## src/rtl/c7bbiu_rd_arb_rr_pkg.sv

```systemverilog
// Shared AXI encodings and client ID constants for the c7b BIU read path.
package c7bbiu_rd_arb_rr_pkg;

    localparam logic [2:0] AXI_SIZE_BYTE  = 3'b000;
    localparam logic [2:0] AXI_SIZE_WORD  = 3'b010;
    localparam logic [2:0] AXI_SIZE_DWORD = 3'b011;

    localparam logic [1:0] AXI_BURST_FIXED = 2'b00;
    localparam logic [1:0] AXI_BURST_INCR  = 2'b01;
    localparam logic [1:0] AXI_BURST_WRAP  = 2'b10;

    localparam logic [3:0] AXI_CACHE_DEV_NB = 4'b0000;
    localparam logic [2:0] AXI_PROT_DATA    = 3'b000;

    localparam int AXI_RID_LSU = 0;
    localparam int AXI_RID_IFU = 1;
    localparam int AXI_RID_ICU = 2;

endpackage

```

## src/rtl/c7bbiu_rr_pick.sv

```systemverilog
// Combinational one-hot picker: first eligible client at or after i_ptr, wrapping.
// Tying i_ptr to zero gives lowest-index-wins fixed priority.
module c7bbiu_rr_pick
    import c7bbiu_rd_arb_rr_pkg::*;
#(
    parameter int NREQ = 3,
    parameter int PW   = 2
) (
    input  logic [NREQ-1:0] i_elig,
    input  logic [PW-1:0]   i_ptr,
    output logic [NREQ-1:0] o_gnt
);

    logic w_found;

    always_comb begin
        o_gnt   = '0;
        w_found = 1'b0;
        for (int k = 0; k < NREQ; k++) begin
            for (int i = 0; i < NREQ; i++) begin
                if (!w_found && (i == (int'(i_ptr) + k) % NREQ) && i_elig[i]) begin
                    o_gnt[i] = 1'b1;
                    w_found  = 1'b1;
                end
            end
        end
    end

endmodule

```

## src/rtl/c7bbiu_rd_arb_rr.sv

```systemverilog
// AXI read-address arbiter with per-client outstanding-read limits.
// Define C7BBIU_RD_ARB_RR_EN for round-robin; otherwise fixed priority (index 0 highest).
module c7bbiu_rd_arb_rr
    import c7bbiu_rd_arb_rr_pkg::*;
#(
    parameter int NREQ      = 3,
    parameter int AW        = 32,
    parameter int IDW       = 4,
    parameter int MAX_OUTST = 2
) (
    input  logic                i_clk,
    input  logic                i_reset,
    input  logic [NREQ-1:0]     i_req_val,
    output logic [NREQ-1:0]     o_req_ack,
    input  logic [NREQ*AW-1:0]  i_req_addr,
    input  logic [NREQ*8-1:0]   i_req_len,
    input  logic [NREQ*2-1:0]   i_req_burst,
    output logic                o_ar_valid,
    input  logic                i_ar_ready,
    output logic [IDW-1:0]      o_ar_id,
    output logic [AW-1:0]       o_ar_addr,
    output logic [7:0]          o_ar_len,
    output logic [2:0]          o_ar_size,
    output logic [1:0]          o_ar_burst,
    output logic                o_ar_lock,
    output logic [3:0]          o_ar_cache,
    output logic [2:0]          o_ar_prot,
    input  logic                i_r_valid,
    input  logic                i_r_ready,
    input  logic                i_r_last,
    input  logic [IDW-1:0]      i_r_id,
    output logic [NREQ-1:0]     o_outst_full
);

    localparam int CW = $clog2(MAX_OUTST + 1);
    localparam int PW = (NREQ > 1) ? $clog2(NREQ) : 1;
    localparam logic [CW-1:0] LIMIT = CW'(MAX_OUTST);

    logic            r_ar_valid;
    logic [IDW-1:0]  r_ar_id;
    logic [AW-1:0]   r_ar_addr;
    logic [7:0]      r_ar_len;
    logic [2:0]      r_ar_size;
    logic [1:0]      r_ar_burst;
    logic [CW-1:0]   r_cnt [NREQ];
    logic [CW-1:0]   w_cnt_nxt [NREQ];
    logic [NREQ-1:0] r_full;
    logic [NREQ-1:0] w_elig;
    logic [NREQ-1:0] w_gnt;
    logic [NREQ-1:0] w_ack;
    logic [NREQ-1:0] w_dec;
    logic            w_free;
    logic [PW-1:0]   w_ptr;
    logic [IDW-1:0]  w_win;
    logic [AW-1:0]   w_addr;
    logic [7:0]      w_len;
    logic [1:0]      w_burst;

    // AR handshake: a beat moves when o_ar_valid & i_ar_ready at a rising edge;
    // the holding register may reload in that same cycle, and the beat is stable until then.
    assign w_free = ~r_ar_valid | i_ar_ready;
    assign w_elig = i_req_val & ~r_full;
    assign w_ack  = (w_free & ~i_reset) ? w_gnt : '0;

    c7bbiu_rr_pick #(
        .NREQ (NREQ),
        .PW   (PW)
    ) u_pick (
        .i_elig (w_elig),
        .i_ptr  (w_ptr),
        .o_gnt  (w_gnt)
    );

`ifdef C7BBIU_RD_ARB_RR_EN
    logic [PW-1:0] r_ptr;
    logic [PW-1:0] w_ptr_nxt;

    always_comb begin
        w_ptr_nxt = r_ptr;
        for (int i = 0; i < NREQ; i++) begin
            if (w_ack[i]) w_ptr_nxt = PW'((i + 1) % NREQ);
        end
    end

    always_ff @(posedge i_clk or posedge i_reset) begin
        if (i_reset) r_ptr <= '0;
        else         r_ptr <= w_ptr_nxt;
    end

    assign w_ptr = r_ptr;
`else
    assign w_ptr = '0;
`endif

    always_comb begin
        w_win   = '0;
        w_addr  = '0;
        w_len   = '0;
        w_burst = '0;
        for (int i = 0; i < NREQ; i++) begin
            if (w_ack[i]) begin
                w_win   = IDW'(i);
                w_addr  = i_req_addr[i*AW +: AW];
                w_len   = i_req_len[i*8 +: 8];
                w_burst = i_req_burst[i*2 +: 2];
            end
        end
    end

    // A same-cycle grant and retire cancel; a retire at zero holds the count at zero.
    always_comb begin
        for (int i = 0; i < NREQ; i++) begin
            w_dec[i]     = i_r_valid & i_r_ready & i_r_last & (i_r_id == IDW'(i));
            w_cnt_nxt[i] = r_cnt[i];
            if (w_ack[i] & ~w_dec[i])
                w_cnt_nxt[i] = r_cnt[i] + CW'(1);
            else if (w_dec[i] & ~w_ack[i] & (r_cnt[i] != '0))
                w_cnt_nxt[i] = r_cnt[i] - CW'(1);
        end
    end

    always_ff @(posedge i_clk or posedge i_reset) begin
        if (i_reset) begin
            r_ar_valid <= 1'b0;
            r_ar_id    <= '0;
            r_ar_addr  <= '0;
            r_ar_len   <= '0;
            r_ar_size  <= '0;
            r_ar_burst <= '0;
            r_full     <= '0;
            for (int i = 0; i < NREQ; i++) r_cnt[i] <= '0;
        end else begin
            if (w_free) begin
                r_ar_valid <= |w_ack;
                if (|w_ack) begin
                    r_ar_id    <= w_win;
                    r_ar_addr  <= w_addr;
                    r_ar_len   <= w_len;
                    r_ar_size  <= AXI_SIZE_DWORD;
                    r_ar_burst <= w_burst;
                end
            end
            for (int i = 0; i < NREQ; i++) begin
                r_cnt[i]  <= w_cnt_nxt[i];
                r_full[i] <= (w_cnt_nxt[i] == LIMIT);
            end
        end
    end

`ifndef SYNTHESIS
    always_ff @(posedge i_clk) begin
        for (int i = 0; i < NREQ; i++) begin
            if (!i_reset)
                assert (!(w_dec[i] && !w_ack[i] && (r_cnt[i] == '0)))
                else $error("c7bbiu_rd_arb_rr: outstanding underflow on client %0d", i);
        end
    end
`endif

    assign o_req_ack    = w_ack;
    assign o_ar_valid   = r_ar_valid;
    assign o_ar_id      = r_ar_id;
    assign o_ar_addr    = r_ar_addr;
    assign o_ar_len     = r_ar_len;
    assign o_ar_size    = r_ar_size;
    assign o_ar_burst   = r_ar_burst;
    assign o_ar_lock    = 1'b0;
    assign o_ar_cache   = AXI_CACHE_DEV_NB;
    assign o_ar_prot    = AXI_PROT_DATA;
    assign o_outst_full = r_full;

endmodule

```

## config.mk

```make
export PLATFORM = sky130hd
export DESIGN_NAME = c7bbiu_rd_arb_rr
export DESIGN_NICKNAME = d
export VERILOG_FILES = /design/src/rtl/c7bbiu_rd_arb_rr_pkg.sv /design/src/rtl/c7bbiu_rr_pick.sv /design/src/rtl/c7bbiu_rd_arb_rr.sv
export SDC_FILE = /design/constraint.sdc
export NUM_CORES = 1
export LEC_CHECK = 0
export CELL_PAD_IN_SITES_DETAIL_PLACEMENT = 0
export CELL_PAD_IN_SITES_GLOBAL_PLACEMENT = 2
export CORE_ASPECT_RATIO = 0.9
export CORE_MARGIN = 3
export CORE_UTILIZATION = 20
export CTS_BUF_LIST = sky130_fd_sc_hd__clkbuf_16
export DETAILED_ROUTE_END_ITERATION = 6
export PLACE_DENSITY_LB_ADDON = 0.1
export SLEW_MARGIN = 5
export SYNTH_ARGS = -nofsm -noshare
export SYNTH_HDL_FRONTEND = slang
export SYNTH_SLANG_ARGS = --single-unit
```

## constraint.sdc

```tcl
create_clock -name i_clk -period 3.9 [get_ports i_clk]
set_input_delay 1.17 -clock i_clk [delete_from_list [all_inputs] [get_ports i_clk]]
set_output_delay 1.17 -clock i_clk [all_outputs]
set_load 0.02 [all_outputs]
```

Word-level counts from Yosys, hierarchy flattened
Index checks and enable logic that the tools add are counted.
{"block": "totals", "out_inout_bits": 64, "ff_bits": 57, "inputBits": 139, "elab_cells": 79}
{"block": "classes", "mux": 22, "n_eq_ne": 5, "bitwise": 26, "n_reduce_logical": 10, "addsub": 6}
{"cell": "$mux W32", "count": 3}
{"cell": "$mux W8", "count": 3}
{"cell": "$mux W2", "count": 9}
{"cell": "$and A1 B1 Y1", "count": 15}
{"cell": "$not A1 Y1", "count": 8}
{"cell": "$add A2 B1 Y2 const B", "count": 3}
{"cell": "$eq A2 B2 Y1 const B", "count": 3}
{"cell": "$reduce_bool A2 Y1", "count": 3}
{"cell": "$sub A2 B1 Y2 const B", "count": 3}
{"cell": "$mux W1", "count": 5}
{"cell": "$eq A4 B1 Y1 const B", "count": 1}
{"cell": "$eq A4 B2 Y1 const B", "count": 1}
{"cell": "$logic_not A4 Y1", "count": 1}
{"cell": "$mux W4", "count": 1}
{"cell": "$and A3 B3 Y3", "count": 1}
{"cell": "$mux W3", "count": 1}
{"cell": "$not A3 Y3", "count": 1}
{"cell": "$reduce_or A3 Y1", "count": 1}
{"cell": "$logic_and A1 B1 Y1", "count": 2}
{"cell": "$logic_not A1 Y1", "count": 2}
{"cell": "$reduce_and A2 Y1", "count": 1}
{"cell": "$or A1 B1 Y1", "count": 1}

Logic depth before layout (Yosys ltp)
{"block": "logic_depth", "depth_word": 16, "mapped_depth": 7, "mapped_depth_nobuf": 5}

Cells and area by module
From an unflattened synthesis, not the netlist that was laid out.
{"block": "hier_totals", "hier_cells": 357, "area_unflattened_um2": 3295.7}
{"mod": "c7bbiu_rd_arb_rr", "seq_area_each_um2": 1376.3, "cells_each": 341, "area_per_inst_um2": 3179.3, "n_inst": 1}
{"mod": "c7bbiu_rr_pick", "seq_area_each_um2": 0.0, "cells_each": 16, "area_per_inst_um2": 116.4, "n_inst": 1}

Worst setup path after synthesis
OpenSTA, ideal clock, no wires.
{"block": "synth_path", "kind": "input port to output port", "from": "in i_req_val[0]", "to": "out o_req_ack[0]", "cell_stages": 3, "slack_ns": 0.550, "arrival_time_ns": 2.180, "required_ns": 2.730, "n_path_buf": 1, "cell_sequence": "and2b_1 > nor3b_2 > clkbuf_1"}
{"block": "synth_between", "elab_chain_len": 3}
{"item": "start: declaration", "line_no": "c7bbiu_rd_arb_rr.sv:13", "text": "input logic [NREQ-1:0] i_req_val,"}
{"item": "$and A3 B3 Y3", "line_no": "c7bbiu_rd_arb_rr.sv:62", "text": "assign w_elig = i_req_val & ~r_full;"}
{"item": "$mux W1", "line_no": "c7bbiu_rr_pick.sv:21", "text": "if (!w_found && (i == (int'(i_ptr) + k) % NREQ) && i_elig[i]) begin"}
{"item": "$mux W3", "line_no": "c7bbiu_rd_arb_rr.sv:63", "text": "assign w_ack = (w_free & ~i_reset) ? w_gnt : '0;"}
{"item": "end: declaration", "line_no": "c7bbiu_rd_arb_rr.sv:14", "text": "output logic [NREQ-1:0] o_req_ack,"}
Every way passes these cells.

Final worst setup path
{"block": "layout_path", "from": "in i_req_val[0]", "to": "out o_req_ack[2]"}
{"block": "layout_between", "elab_chain_len": 9}
{"item": "$and A3 B3 Y3 (*)", "line_no": "c7bbiu_rd_arb_rr.sv:62"}
{"item": "$mux W1 (*)", "line_no": "c7bbiu_rr_pick.sv:21"}
{"item": "$logic_not A1 Y1", "line_no": "c7bbiu_rr_pick.sv:21"}
{"item": "$logic_and A1 B1 Y1", "line_no": "c7bbiu_rr_pick.sv:21"}
{"item": "$mux W1 (*)", "line_no": "c7bbiu_rr_pick.sv:21"}
{"item": "$logic_not A1 Y1 (*)"}
{"item": "$logic_and A1 B1 Y1 (*)", "line_no": "c7bbiu_rr_pick.sv:21"}
{"item": "$mux W1 (*)", "line_no": "c7bbiu_rr_pick.sv:21"}
{"item": "$mux W3 (*)", "line_no": "c7bbiu_rd_arb_rr.sv:63"}
Every way passes the cells marked *; elsewhere a longest branch is shown, timed or not.

==> reports/results.txt <==
CP top delay family -> buffers and inverters
H-tree depth reported by CTS -> 2
CP Buf/Inv Count -> 2
fmax -> 0.2681 GHz
# diodes -> 0
initial core utilization -> 0.2094
Die ar. -> 15830 um^2
Layout area overhead -> 80.78%
combinational power share -> 0.513
Tot Pwr -> 0.002965 W
main combinational cell family by area after synthesis -> compound AO/OA/AOI/OAI gates
R2R depth -> 6
YS warnings -> 0
Pleak -> 2.077 nW
initial drt markers -> 154
remaining global-route overflow -> 0
core area -> 13710 um^2
r2r startpoint -> o_outst_full[0]$_DFF_PP0_
# hold bufs at CTS -> 0
CP required -> 2730 ps
number of flops mapped to enable cells by yosys -> 0
WHS Endpoint -> o_ar_id[1]$_DFFE_PP0P_
Sw Pwr -> 0.001111 W
Crit-path slowest cell -> clkdlybuf4s50_1
Ports -> 203
multiplexer share of the synthesized area -> 0.01786
xor/xnor cell area share of the yosys netlist -> 0.009150
ys flop type -> dfrtp_1
drt wl/cell -> 17.02 um
Max Slew Vio Count -> 0
switch share -> 0.3746
IO buf count -> 191
Crit Path Max Fanout -> 4
Arr. time, crit path -> 2560 ps
number of max-cap violations -> 0
Die Y -> 119.7 um
pwr/cell area -> 571.1 nW/um^2
setup TNS -> 0 ps
async set or reset register ratio after synthesis -> 1.000
Clk pin slew, worst setup/hold paths -> 70 ps
Hold Crit Start -> o_ar_id[1]$_DFFE_PP0P_
CTS tree -> done
CP Cell Sequence -> clkdlybuf4s50_1, and2b_1, nor3_2, and2_1, dlygate4sd2_1
Flop pwr share -> 0.313
Inserted Clock Buffers -> 5
final hold vios -> 0
Clock power frac -> 0.174
# setup viols final -> 0
largest net degree at the start of global routing -> 46
antenna violations before repair -> 0
GP Congestion -> 0.6798
post-CTS setup repair buffer count -> 0
Site Rows -> 40
vias per cell -> 4.482
synth unique cells -> 36
CTS Buffer Depth -> 2
shortest period the worst path allows -> 3730 ps
dpl cells -> 652
Worst setup SP type -> input port
Worst-Margin Slew -> 928.0 ps
# DRC -> 0
CTS Sinks -> 55
vias in the first global route -> 3112
fillers -> 1402
Clock Root Buffer -> clkbuf_16
post_cts resized -> 4
#FFs+latches synth -> 55
Max IR drop VDD -> 247.7 uV
GRT Total Usage -> 0.1409
Worst-Skew Late Latency -> 290 ps
final non-filler cell total -> 660
Adder-Cell Fraction of Synth Area -> 0.01307
simple-gate share of the synthesized area -> 0.07320
status -> complete, no violations
number of nets with antenna violations after routing -> 0
drt total wl -> 11.23 mm
Pre-antenna DRT Iters -> 4
Die W -> 132.3 um
Via Count -> 2958
DP Wirelength -> 8.058 mm
Worst slew margin -> 0.3813
Seq/Total Area, Yosys -> 0.4793
worst hold stages -> 1
Mapped Cells -> 285
Setup Skew -> 4.220 ps
share of cells above drive strength 1 -> 0.06582
CP endpoint kind -> primary output
internal power -> 0.001854 W
Synth Area in Compound Gates -> 0.3312
Syn Area/Cell -> 10.08 um^2
R2R Setup Slk -> 1620 ps
Setup CP Type -> in2out
FF-to-FF End -> o_outst_full[0]$_DFF_PP0_
Worst Hold Class -> reg2reg
final net count -> 612
synthesized area -> 2872 um^2
Worst path max stage delay -> 390 ps
RSZ-0062 raised after global routing -> false
first-pass GRT wire length -> 17.64 mm
period utilization -> 0.9563
synth_stat cells, types with 2 or more instances:
master | number | area share
a22oi_1 | 83 | 0.22
dfrtp_1 | 55 | 0.48
o21ai_1 | 43 | 0.075
clkbuf_1 | 22 | 0.029
buf_4 | 13 | 0.034
inv_1 | 8 | 0.010
nor2_1 | 7 | 0.0092
mux2i_1 | 4 | 0.014
nor2b_1 | 4 | 0.0087
or4_1 | 4 | 0.010
and2_1 | 3 | 0.0065
ha_1 | 3 | 0.013
nand2_1 | 3 | 0.0039
nor3_1 | 3 | 0.0052
o21bai_1 | 3 | 0.0078
xnor2_1 | 3 | 0.0092
a21o_1 | 2 | 0.0052
nand2b_1 | 2 | 0.0044
nand3_1 | 2 | 0.0035
o21ai_0 | 2 | 0.0035
layout make-up:
class	count	area [um^2]	area share
multi-input combinational	196	1354	0.2608
clock buffer	5	125.1	0.02410
sequential	55	1376	0.2651
clock inverter	3	38.79	0.007472
timing repair buffer	204	2031	0.3912
inverter	8	30.03	0.005785
tap	189	236.5	0.04555
sequential cells by signal, summed over array words and instances, names as in the netlist:
signal and cells:
o_ar_id 2, o_outst_full 3, o_ar_len 8, o_ar_size 1, r_cnt 6, o_ar_addr 32
o_ar_valid 1, o_ar_burst 2
placed cells by master, fill, tap and decap left out, drive strengths merged, types with 4 or more instances in the layout:
cell             n
clkdlybuf4s50  188
nor2             7
nor2b            4
mux2i            4
dfrtp           55
buf             13
inv              8
conb            11
clkbuf           5
or4              4
a22oi           83
o21ai           45
worst max path at each step:
| stage | start | endpoint | slack [ps] | cells after the start |
|---|---|---|---|---|
| after detailed placement | i_req_val[0] | o_req_ack[2] | -220 | 5 |
| after floorplan | i_req_val[0] | o_req_ack[0] | 550 | 3 |
| after CTS | i_req_val[0] | o_req_ack[2] | 150 | 5 |
| after global placement | i_req_val[0] | o_req_ack[2] | -230 | 5 |
| final | i_req_val[0] | o_req_ack[2] | 170 | 5 |
| after global routing | i_req_val[0] | o_req_ack[2] | 80 | 5 |
metrics by stage:
stage	hold WS [ps]	area [um^2]	worst slack (ps)	util
after floorplan	459.9	2909	550.1	-
after global placement	464.8	5026	-231.2	0.3665
after detailed placement	466.4	5026	-220.0	0.3665
after CTS	487.2	5191	150.5	0.3786
after global routing	512.7	5191	79.48	0.3786
final	482.8	5191	170.5	0.3786
cell families (layout without fill, tap and decap cells):
logic type,count (synthesis),count (layout)
xor+xnor,3,3
flops,55,55
simple gates,34,34
fa+ha+maj,3,3
other cells,1,11
compound gates,140,140
buf+inv,44,220
mux,5,5
power by group through the flow:
stage / sequential (W) / combinational (W) / clock [W]
floorplan: 0.00117 / 0.000549 / 0
global placement: 0.000934 / 0.00155 / 0
detailed placement: 0.000934 / 0.00155 / 0
CTS: 0.000930 / 0.00155 / 0.000544
global route: 0.000959 / 0.00165 / 0.000567
finish: 0.000928 / 0.00152 / 0.000515
layer usage:
metal  track usage  routed length (um)  vias to the layer above
met5             0                   0                        -
met4       0.02727                  80                        0
met3       0.04568                 909                        8
met2        0.2321                5192                      135
met1        0.1827                5049                     1380
li1              -                   -                     1435
No activity file was read; power rests on OpenSTA's default activity.
==> RTL change 1, RTL diff (config.mk and constraints unchanged) <==
Add a define of `C7BBIU_RD_ARB_RR_EN`.
--- a/src/rtl/c7bbiu_rd_arb_rr.sv
+++ b/src/rtl/c7bbiu_rd_arb_rr.sv
@@ -1,4 +1,6 @@
 // AXI read-address arbiter with per-client outstanding-read limits.
 // Define C7BBIU_RD_ARB_RR_EN for round-robin; otherwise fixed priority (index 0 highest).
+`define C7BBIU_RD_ARB_RR_EN
+
 module c7bbiu_rd_arb_rr
     import c7bbiu_rd_arb_rr_pkg::*;
Behaviour: not the same (a bounded check fails within 4 cycles, from zero or initial values and one cycle with i_reset high).
==> RTL change 1 against the unedited design <==
Cell count is 27% higher. Sequential cell count is 2 higher. Power is 47% higher. Area after synthesis is 23% higher. Worst setup slack worse by 0.062 ns. Sequential power is 0.6% higher. Combinational power is 76% higher. Routed wire length is 32% higher. Design area is 15% higher. Non-clock buffer count is 8 higher.
==> RTL change 1: results <==
clocking:
  cts_setup_buffers: 0
  clk_pin_slew_ns: 0.05
  htreeDepth: 3
  ctsResizeCount: 6
  numCtsBuffers: 9
  clk_latency_ns: 0.33
power_and_ir_drop:
  intPower_mw: 2.45
  vdd_ir_drop_max_uv: 275
  pwr-share-comb: 0.613
  total_leakage_power_nw: 2.33
  finalPower_mw: 4.36
yosys:
  yosys-top-cells-count: "dfrtp_1 (57), nand2_1 (51), nand3_1 (44), a31oi_1 (42), o2bb2ai_1 (42)"
  synth_mux_area_frac: 0.00923
  synth_adder_area_share: 0.0249
  synthCells: 416
  synth_cell_type_count: 40
  synth_area_leaders: "dfrtp_1 (40%), o2bb2ai_1 (10%), a31oi_1 (7.5%), nand3_1 (6.3%), nand2_1 (5.4%)"
  synth-compound-area-share: 0.292
  yosysMostFrequentCell: "dfrtp_1"
  synth_xor_area_frac: 0.00746
  ys_seq_area_frac: 0.405
cells_and_area:
  fill_cells: 1810
  multi_input_area_um2: 1870
  final_cells: 837
  drive_gt1_frac: 0.0748
  layout.nets: 744
  antenna_cells: 0
sta:
  relSlewSlack: 0.471
  period_share: 0.972
  finalClockSkew_ns: 0.00658
  holdWs_ns: 0.476
detailed_routing:
  drt-total-wl_um: 14800
  drt_iter0_drc: 178
  viasPerCell: 4.60
placement:
  routabilityCongestion: 0.752
  dpl_worst_slack_ns: -0.314
  dp_hpwl_um: 10200
  place_area_um2: 5720
  post-place-cells: 822
flow_run:
  maxCapViolations: 0
critical_path:
  ff2ff_path_depth: 9
  arrival_ns: 2.62
  cp-endpoint: "o_req_ack[0]"
  cp-startpoint: "i_req_val[0]"
  r2r_end: "o_ar_len[3]"
  reg2reg_slack_ns: 1.15
  cp_top_family: "buffers and inverters"
  r2r_start: "r_ptr[0]"
  max_stage_delay_ns: 0.45
worst_hold_path:
  hold_path_class: "flip-flop to flip-flop"
  hold_path_end: "o_ar_addr[19]"
  hp-start: "o_ar_addr[19]"
  whs_path_depth: 2
global_route:
  grt_max_degree: 59
  grt_pass1_vias: 3913
  grt_pass1_wl_um: 23200
  grt.total_usage: 0.153
  antenna_found_initial: 0
status:
  status: "finished, final reports clean"
## RTL change 1: changes by cell type in the layout (fill, tap and decap cells not counted), sizes merged, moves of 8 or more
cell / before / now
a22oi: 83 / 0
a31oi: 0 / 42
buf: 13 / 22
nand2: 3 / 51
nand3: 2 / 44
nor2: 7 / 15
o2bb2ai: 0 / 42
## RTL change 1: worst min-delay path: stages, from the launching register on
cell and delay, ns:
dfrtp_1 0.33, nand2_1 0.04, o21ai_0 0.06
## RTL change 1: cell type report
cell class              count  area share
multi-input cells         308       0.312
repair buffers            212       0.348
clock buffers               9      0.0376
inverters                  10     0.00689
clock inverters             6     0.00877
flip-flops and latches     57       0.238
well taps                 235      0.0491
## RTL change 1: metal layers
metal / GRT usage / wire length, um
met3: 0.0478 / 1070
met2: 0.238 / 6590
met4: 0.0459 / 255
met5: 0 / 0
met1: 0.204 / 6920
==> RTL change 2, RTL diff (same flow settings) <==
Without the edit above. Set the parameter `MAX_OUTST` to 1 (it was 2).
--- a/src/rtl/c7bbiu_rd_arb_rr.sv
+++ b/src/rtl/c7bbiu_rd_arb_rr.sv
@@ -7,5 +7,5 @@
     parameter int AW        = 32,
     parameter int IDW       = 4,
-    parameter int MAX_OUTST = 2
+    parameter int MAX_OUTST = 1
 ) (
     input  logic                i_clk,
Check against the original RTL: not equivalent (Yosys sat finds a counterexample within 4 cycles, from zero or initial values and one cycle with i_reset high).
==> RTL change 2 against the unedited design <==
Synthesized cell count up 18%. Clock power is 17% lower. Worst setup slack lost 0.11 ns. Via count increased by 11%. Global-route usage rose by 2.6 points. Critical path depth is 1 higher. Design area down 3.9%. Area after synthesis fell by 2.8%. Sequential cell count down 6. Power fell by 5.9%. First-iteration DRC count decreased by 8.4%. Routed wire length grew 19%. Largest cell class unchanged. Clock skew is 0.0026 ns higher.
==> RTL change 2: results <==
power_and_ir_drop:
  vdd_ir_drop_max_uv: 247
  total_leakage_power_nw: 1.93
status:
  status: "finished, final reports clean"
yosys:
  synth_mux_area_frac: 0
  synth_adder_area_share: 0
  synthArstFlopShare: 1.00
  synth_cell_type_count: 32
  synth_area_leaders: "dfrtp_1 (44%), a31oi_1 (9.4%), o21ai_0 (7.5%), a21oi_1 (7.4%), nand3_1 (7.0%)"
  synth-compound-area-share: 0.278
  synth_top_family_by_area: "compound AO/OA/AOI/OAI gates"
  yosys-top-cells-count: "dfrtp_1 (49), nor2_1 (47), a31oi_1 (42), o21ai_0 (42), a21oi_1 (41)"
  synth_xor_area_frac: 0
  synthCells: 336
  ys_seq_area_frac: 0.439
worst_hold_path:
  whs_path_depth: 1
  hp-start: "o_ar_id[1]"
detailed_routing:
  met3_length_um: 1150
  wl_per_cell_um: 19.4
  drt-total-wl_um: 13300
  drt_iter0_drc: 141
  firstDrtPassIters: 4
  routed.top_layer: "met4"
  vias: 3292
  m1WireLength_um: 5970
  wl_met2_um: 6090
placement:
  dpl_worst_slack_ns: -0.257
  post-place-cells: 680
  place_area_um2: 4860
  routabilityCongestion: 0.815
  dp_hpwl_um: 8890
sta:
  relSlewSlack: 0.583
  period_share: 0.984
  finalClockSkew_ns: 0.00677
  holdWs_ns: 0.479
cells_and_area:
  layout.nets: 658
  drive_gt1_frac: 0.0771
  antenna_cells: 0
  largest_reg_flops: 32
critical_path:
  r2r_end: "o_ar_size[0]"
  reg2reg_slack_ns: 1.99
  cp_top_family: "buffers and inverters"
  r2r_start: "o_outst_full[1]"
  cp-endpoint: "o_req_ack[1]"
  cp-startpoint: "i_ar_ready"
  crit_fanout: 4
  max_stage_delay_ns: 0.47
  ff2ff_path_depth: 5
global_route:
  grt_pass1_vias: 3592
  use_met1: 0.223
  use_met3: 0.0517
  grt_pass1_wl_um: 20200
  grt.total_usage: 0.167
  antenna_found_initial: 0
  use_met2: 0.267
  grt_max_degree: 45
clocking:
  numCtsBuffers: 5
  cts_root_buffer: "clkbuf_16"
RTL change 2: changes by cell type after synthesis, sizes merged, moves of 6 or more:
cell and change:
nor2 +41, a31oi +42, a22oi -81, buf +19
clkbuf -10, dfrtp -6, nand3 +37, a21oi +41
RTL change 2: area by class of cell:
class	instances	area [um^2]
clock buffer	5	125
fill	1423	8520
clock inverter	2	7.51
sequential	49	1230
timing repair buffer	211	2070
tap	168	210
inverter	3	11.3
multi-input combinational	249	1340
RTL change 2: report_power, final:
part	switching, mW	internal [mW]
logic	0.768	0.724
registers	0.127	0.744
clock network	0.195	0.231
total	1.09	1.70
RTL change 2: timing repair:
| action | 4_1_cts | 5_1_grt |
|---|---|---|
| setup endpoints to repair | 3 | 2 |
| resized for setup | 3 | 2 |
| gates cloned | 0 | 0 |
| buffers inserted | 0 | 0 |
| pin swaps | 0 | 0 |
